## src/rtl/regfile_port_arbiter.sv

```systemverilog
// Shares register-file port B between the CPU and the debug interface.
// Grants are combinational; read data and debug write errors come back one cycle after the grant.
module regfile_port_arbiter #(
  parameter int unsigned STARVE_LIMIT    = 4,
  parameter bit          PROTECT_SPECIAL = 1'b1
) (
  input  logic       clk,
  input  logic       resetn,
  input  logic       enable_i,
  input  logic       cpu_req_i,
  input  logic       cpu_we_i,
  input  logic [4:0] cpu_addr_i,
  input  logic [7:0] cpu_wdata_i,
  output logic       cpu_gnt_o,
  output logic       cpu_rvalid_o,
  output logic [7:0] cpu_rdata_o,
  input  logic       dbg_req_i,
  input  logic       dbg_we_i,
  input  logic [4:0] dbg_addr_i,
  input  logic [7:0] dbg_wdata_i,
  output logic       dbg_gnt_o,
  output logic       dbg_rvalid_o,
  output logic [7:0] dbg_rdata_o,
  output logic       dbg_err_o,
  output logic       rf_enable_o,
  output logic [4:0] rf_b_addr_o,
  output logic [7:0] rf_b_data_in_o,
  output logic       rf_b_wr_enable_o,
  input  logic [7:0] rf_b_data_out_i
);

  localparam logic [3:0] LIMIT       = 4'(STARVE_LIMIT);
  localparam logic [4:0] SPECIAL_LOW = 5'd29;

  logic [3:0] starve_cnt_q, starve_cnt_d;
  logic       cpu_rvalid_q, dbg_rvalid_q, dbg_err_q;
  logic [7:0] cpu_rdata_q, dbg_rdata_q;

  logic active, starve_hit, cpu_win, dbg_win, reject;

  always_comb begin
    active     = enable_i & resetn;
    // Debug only overrides the CPU once it has waited out the full limit.
    starve_hit = dbg_req_i & (starve_cnt_q == LIMIT);
    cpu_win    = active & cpu_req_i & ~starve_hit;
    dbg_win    = active & dbg_req_i & ~cpu_win;
    reject     = dbg_win & dbg_we_i & PROTECT_SPECIAL & (dbg_addr_i >= SPECIAL_LOW);
  end

  always_comb begin
    starve_cnt_d = starve_cnt_q;
    if (enable_i) begin
      if (dbg_win || !dbg_req_i) begin
        starve_cnt_d = 4'd0;
      end else if (cpu_win && (starve_cnt_q < LIMIT)) begin
        starve_cnt_d = starve_cnt_q + 4'd1;
      end
    end
  end

  always_ff @(posedge clk or negedge resetn) begin
    if (!resetn) begin
      starve_cnt_q <= 4'd0;
      cpu_rvalid_q <= 1'b0;
      dbg_rvalid_q <= 1'b0;
      dbg_err_q    <= 1'b0;
      cpu_rdata_q  <= 8'h00;
      dbg_rdata_q  <= 8'h00;
    end else begin
      starve_cnt_q <= starve_cnt_d;
      cpu_rvalid_q <= cpu_win & ~cpu_we_i;
      dbg_rvalid_q <= dbg_win & ~dbg_we_i;
      dbg_err_q    <= reject;
      if (cpu_win && !cpu_we_i) cpu_rdata_q <= rf_b_data_out_i;
      if (dbg_win && !dbg_we_i) dbg_rdata_q <= rf_b_data_out_i;
    end
  end

  assign cpu_gnt_o        = cpu_win;
  assign dbg_gnt_o        = dbg_win;
  assign cpu_rvalid_o     = cpu_rvalid_q;
  assign cpu_rdata_o      = cpu_rdata_q;
  assign dbg_rvalid_o     = dbg_rvalid_q;
  assign dbg_rdata_o      = dbg_rdata_q;
  assign dbg_err_o        = dbg_err_q;
  assign rf_enable_o      = enable_i;
  assign rf_b_addr_o      = dbg_win ? dbg_addr_i  : cpu_addr_i;
  assign rf_b_data_in_o   = dbg_win ? dbg_wdata_i : cpu_wdata_i;
  assign rf_b_wr_enable_o = (cpu_win & cpu_we_i) | (dbg_win & dbg_we_i & ~reject);

endmodule

```

## config.mk

```make
export PLATFORM = sky130hd
export DESIGN_NAME = regfile_port_arbiter
export DESIGN_NICKNAME = d
export VERILOG_FILES = /design/src/rtl/regfile_port_arbiter.sv
export SDC_FILE = /design/constraint.sdc
export NUM_CORES = 1
export LEC_CHECK = 0
export CAP_MARGIN = 25
export CORE_MARGIN = 2
export CORE_UTILIZATION = 30
export CTS_BUF_LIST = sky130_fd_sc_hd__clkbuf_16
export DETAILED_ROUTE_END_ITERATION = 12
export PLACE_DENSITY = 0.72
export SETUP_SLACK_MARGIN = 0.4
export SYNTH_ARGS = -nofsm -noshare
export SYNTH_HDL_FRONTEND = slang
export SYNTH_SLANG_ARGS = --single-unit
```

## constraint.sdc

```tcl
create_clock -name clk -period 4.5 [get_ports clk]
set_input_delay 1.35 -clock clk [delete_from_list [all_inputs] [get_ports clk]]
set_output_delay 1.35 -clock clk [all_outputs]
set_load 0.05 [all_outputs]
```

# Word-level counts from Yosys, hierarchy flattened
# Cells that the tools add are included.
op_classes:
  add_sub_neg: 1
  magnitude_cmp: 2
  eq_ne: 1
  mux: 4
  bitwise_logic: 18
  reduce_logical: 9
ops:
  columns: ["operator", "count"]
  rows:
  - ["1-bit bitwise AND", 12]
  - ["4-bit two-way mux", 2]
  - ["8-bit two-way mux", 1]
  - ["5-bit greater-or-equal comparator (second input constant)", 1]
  - ["5-bit two-way mux", 1]
  - ["1-bit NOT", 5]
  - ["4-bit by 1-bit adder with 4-bit output (second input constant)", 1]
  - ["4-bit by 3-bit == test with 1-bit output (second input constant)", 1]
  - ["4-bit by 3-bit less-than comparator with 1-bit output (second input constant)", 1]
  - ["1-bit logical AND", 3]
  - ["1-bit zero test", 3]
  - ["2-bit AND reduction", 1]
  - ["2-bit nonzero test", 1]
  - ["1-bit logical OR", 1]
  - ["1-bit OR", 1]
word_totals:
  regBits: 23
  in_bits: 41
  output_inout_bits: 36
  wordCells: 41

# Logic depth before layout (Yosys ltp)
logic_depth:
  depth_word: 11
  mapped_depth: 7
  mapped_depth_nobuf: 6

# Least setup slack after synthesis
# Ideal clock, no wire load.
synth_timing:
  kind: "in2out"
  startpoint: "input port dbg_req_i"
  endpoint: "output port rf_b_wr_enable_o"
  t_arrival_ns: 2.766
  required_ns: 3.150
  slack_ns: 0.384
  stages: 4
  cell_sequence: "nand4b_4 -> nand2_1 -> nor2_1 -> a32o_1"
synth_between:
  elab_chain_len: 10
  word_cells_on_any_way: 12
  classes_between: "bitwise (12)"
synth_lines:
  columns: ["item", "line", "text"]
  rows:
  - ["start: declaration", "17", "input logic dbg_req_i,"]
  - ["1-bit bitwise AND *", "44", "starve_hit = dbg_req_i & (starve_cnt_q == LIMIT);"]
  - ["1-bit NOT *", "45", "cpu_win = active & cpu_req_i & ~starve_hit;"]
  - ["1-bit bitwise AND *", "45", null]
  - ["named net cpu_gnt_o", "14", "output logic cpu_gnt_o,"]
  - ["1-bit NOT", "46", "dbg_win = active & dbg_req_i & ~cpu_win;"]
  - ["1-bit bitwise AND", "46", null]
  - ["1-bit bitwise AND", "47, 89", null]
  - ["1-bit bitwise AND", "47", "reject = dbg_win & dbg_we_i & PROTECT_SPECIAL & (dbg_addr_i >= SPECIAL_LOW);"]
  - ["1-bit NOT", "89", "assign rf_b_wr_enable_o = (cpu_win & cpu_we_i) | (dbg_win & dbg_we_i & ~reject);"]
  - ["1-bit bitwise AND", "89", null]
  - ["1-bit OR *", "89", null]
  - ["end: declaration", "28", "output logic rf_b_wr_enable_o,"]
# Mark *: on every way through the listed nets, which the timed path passes. The rest lies on a longest branch.

# Worst setup path after layout
layout_timing:
  startpoint: "input port resetn"
  endpoint: "output port rf_b_addr_o[0]"
layout_between:
  elab_chain_len: 6
  word_cells_on_any_way: 7
  classes_between: "mux (1); bitwise (6)"
layout_lines:
  columns: ["item", "line", "text"]
  rows:
  - ["start: declaration", "8", "input logic resetn,"]
  - ["1-bit bitwise AND *", "42", "active = enable_i & resetn;"]
  - ["1-bit bitwise AND (2 in series)", "45", null]
  - ["1-bit NOT", "46", null]
  - ["1-bit bitwise AND *", "46", null]
  - ["5-bit two-way mux *", "87", "assign rf_b_addr_o = dbg_win ? dbg_addr_i : cpu_addr_i;"]
  - ["end: declaration", "26", "output logic [4:0] rf_b_addr_o,"]
# Mark *: on every way between the ends. The rest lies on a longest branch, timed or not.

==> qor.yml <==
status: "completed"
avgSynthCellArea_um2: 13.3
numCtsBuffers: 3
num_vias: 1037
cts-root-buf: "clkbuf_16"
cts_tree: "yes"
maxCapViolations: 0
fin_crit_sh: 0.903
n_antenna_cell: 0
drive_above_1_share: 0.370
end_kind: "primary output"
hold_viol_final: 0
clock_power_share: 0.228
layout.nets: 217
p_switching_mw: 0.294
final_core_util: 0.589
ios: 77
h-tree-depth: 1
grt_pass1_wl_um: 4910
syn_inst: 87
antenna_found_initial: 0
worst-path-buf-inv: 4
gp_congestion: 0.724
internal-power_mw: 0.508
crit_path_start_kind: "input port"
total_power_mw: 0.803
insertion_delay_ns: 0.25
crit_path_cell_trace: "clkdlybuf4s15_1 -> and3_4 -> a21boi_4 -> buf_6 -> buf_16 -> mux2_2 -> buf_8"
cp.arrival_ns: 2.71
path_class: "in -> out"
ff2ff_path_depth: 9
slew_headroom: 0.643
clock_sinks: 23
fmax_mhz: 246
postCtsHoldBufs: 0
synth_warnings: 0
min_period_ns: 4.06
path_depth: 7
drc: 0
die_x_um: 66.1
first_iter_violations: 27
p_per_area_nw_per_um2: 370
wl_um: 3000
syn_nets: 130
hold_path_class: "reg -> reg"
crit_fanout: 4
crit_path_max_incr_delay_ns: 0.34
grt_use_total: 0.149
ant_nets: 0
fp-row-count: 22
startpoint: "resetn"
setup_viol: 0
min_path_cells: 1
die_area_um2: 4380
seq_area_frac_synth: 0.497
maxSlewViolCount: 0
grt_pass1_vias: 1153
start_util: 0.314
tns_ns: 0
path_clk_slew_ns: 0.05
wl_per_cell_um: 13.6
skew_ns: 0.00325
core_area_um2: 3690
ys_types: 22
min_from: "cpu_rdata_o[0]"
layout_common_cells: "clkdlybuf4s50_1 (56), mux2_2 (28), dfrtp_1 (23), buf_4 (11), buf_6 (8)"
swShare: 0.367
crit_required_ns: 3.15
cts_buffer_depth: 2
place_worst_setup_slack_ns: 0.0679
io_buffers: 76
p_seq_frac: 0.325
whs_ns: 0.503
synth_seq_cells: 23
die_h_um: 66.1
path_delay_family: "buffers and inverters"
areaGrowthSynthToFinish_pct: 87.5
rsz0062_at_grt: "no"
setup_ws_ns: 0.437
final_common_cell: "clkdlybuf4s50_1"
rr_startpoint: "starve_cnt_q[0]"
pwr-share-comb: 0.448
grt_max_degree: 26
drt_first_pass_iters: 2
overflow: 0
cp_slowest_cell: "mux2_2"
dp_hpwl_um: 2300
ir_drop_mv: 0.147
power.leakage_nw: 0.942
via_per_inst: 4.69
tightest_slew_ns: 0.534
syn-cell-area_um2: 1160
layout make-up:
cell class / count / area (um^2)
sequential: 23 / 576
inverter: 5 / 18.8
clock inverter: 1 / 3.75
tap: 48 / 60.1
multi-input combinational: 55 / 539
fill: 311 / 1520
timing repair buffer: 86 / 900
clock buffer: 3 / 75.1
registers in the layout, summed over array words and instances, names as in the netlist:
register	flops
cpu_rdata_o	8
dbg_rdata_o	8
starve_cnt_q	4
cpu_rvalid_o	1
dbg_err_o	1
dbg_rvalid_o	1
layer usage:
metal  wire [um]  track usage  up-vias
met5           0            0        -
met4          32       0.0536        0
met3         320       0.0511        4
met2        1580        0.270       65
met1        1070        0.159      485
li1            -            -      483
timing repair:
action	4_1_cts	5_1_grt
pin swaps	0	1
setup buffers	5	0
resized for setup	23	4
endpoints found under the setup margin	14	7
cloned	1	0
power groups by stage:
| stage | clock, mW | sequential [mW] | combinational, mW |
|---|---|---|---|
| floorplan | 0 | 0.389 | 0.0851 |
| global placement | 0 | 0.263 | 0.348 |
| detailed placement | 0 | 0.265 | 0.352 |
| CTS | 0.191 | 0.261 | 0.362 |
| global route | 0.199 | 0.266 | 0.375 |
| finish | 0.183 | 0.261 | 0.359 |
cell families (layout without fill, tap and decap cells):
kind of cell	Yosys count	after routing	share of synthesized area
AOI/OAI and AO/OA	7	7	0.0540
adders and majority gates	2	2	0.0216
buffers and inverters	9	95	0.0486
DFF	23	23	0.497
muxes	30	30	0.290
and+or+nand+nor	16	16	0.0886
per-stage QoR:
step | instances | cell area (um^2)
CTS | 221 | 2170
global placement | 211 | 1970
global route | 221 | 2170
floorplan | 87 | 1160
finish | 221 | 2170
detailed placement | 211 | 1970
path summary, 6_finish.rpt:
check	end	slack [ns]
max	rf_b_addr_o[0]	0.44
min reg2reg	cpu_rdata_o[0]	0.50
max in group asynchronous	cpu_rdata_o[3]	3.01
min in group asynchronous	dbg_rdata_o[1]	1.25
max reg2reg	dbg_rdata_o[0]	2.24
min	cpu_rdata_o[0]	0.50
cell usage after synthesis:
master | number | area, um^2
nor2_1 | 3 | 11.3
mux2i_1 | 1 | 10.0
inv_1 | 5 | 18.8
and3_1 | 2 | 12.5
nor2b_1 | 2 | 12.5
a21boi_4 | 1 | 18.8
nand4b_4 | 1 | 23.8
nand3_1 | 2 | 10.0
dfrtp_1 | 23 | 576
nand2_1 | 3 | 11.3
o2111ai_1 | 1 | 8.76
a32o_1 | 1 | 10.0
o211ai_1 | 1 | 7.51
buf_4 | 2 | 15.0
or2b_1 | 1 | 7.51
o21ai_0 | 1 | 5.00
mux2_2 | 29 | 327
and2b_1 | 1 | 7.51
buf_6 | 2 | 22.5
or3_1 | 1 | 6.26
ha_1 | 2 | 25.0
o22ai_1 | 2 | 12.5
(Power assumes the default switching activity.)
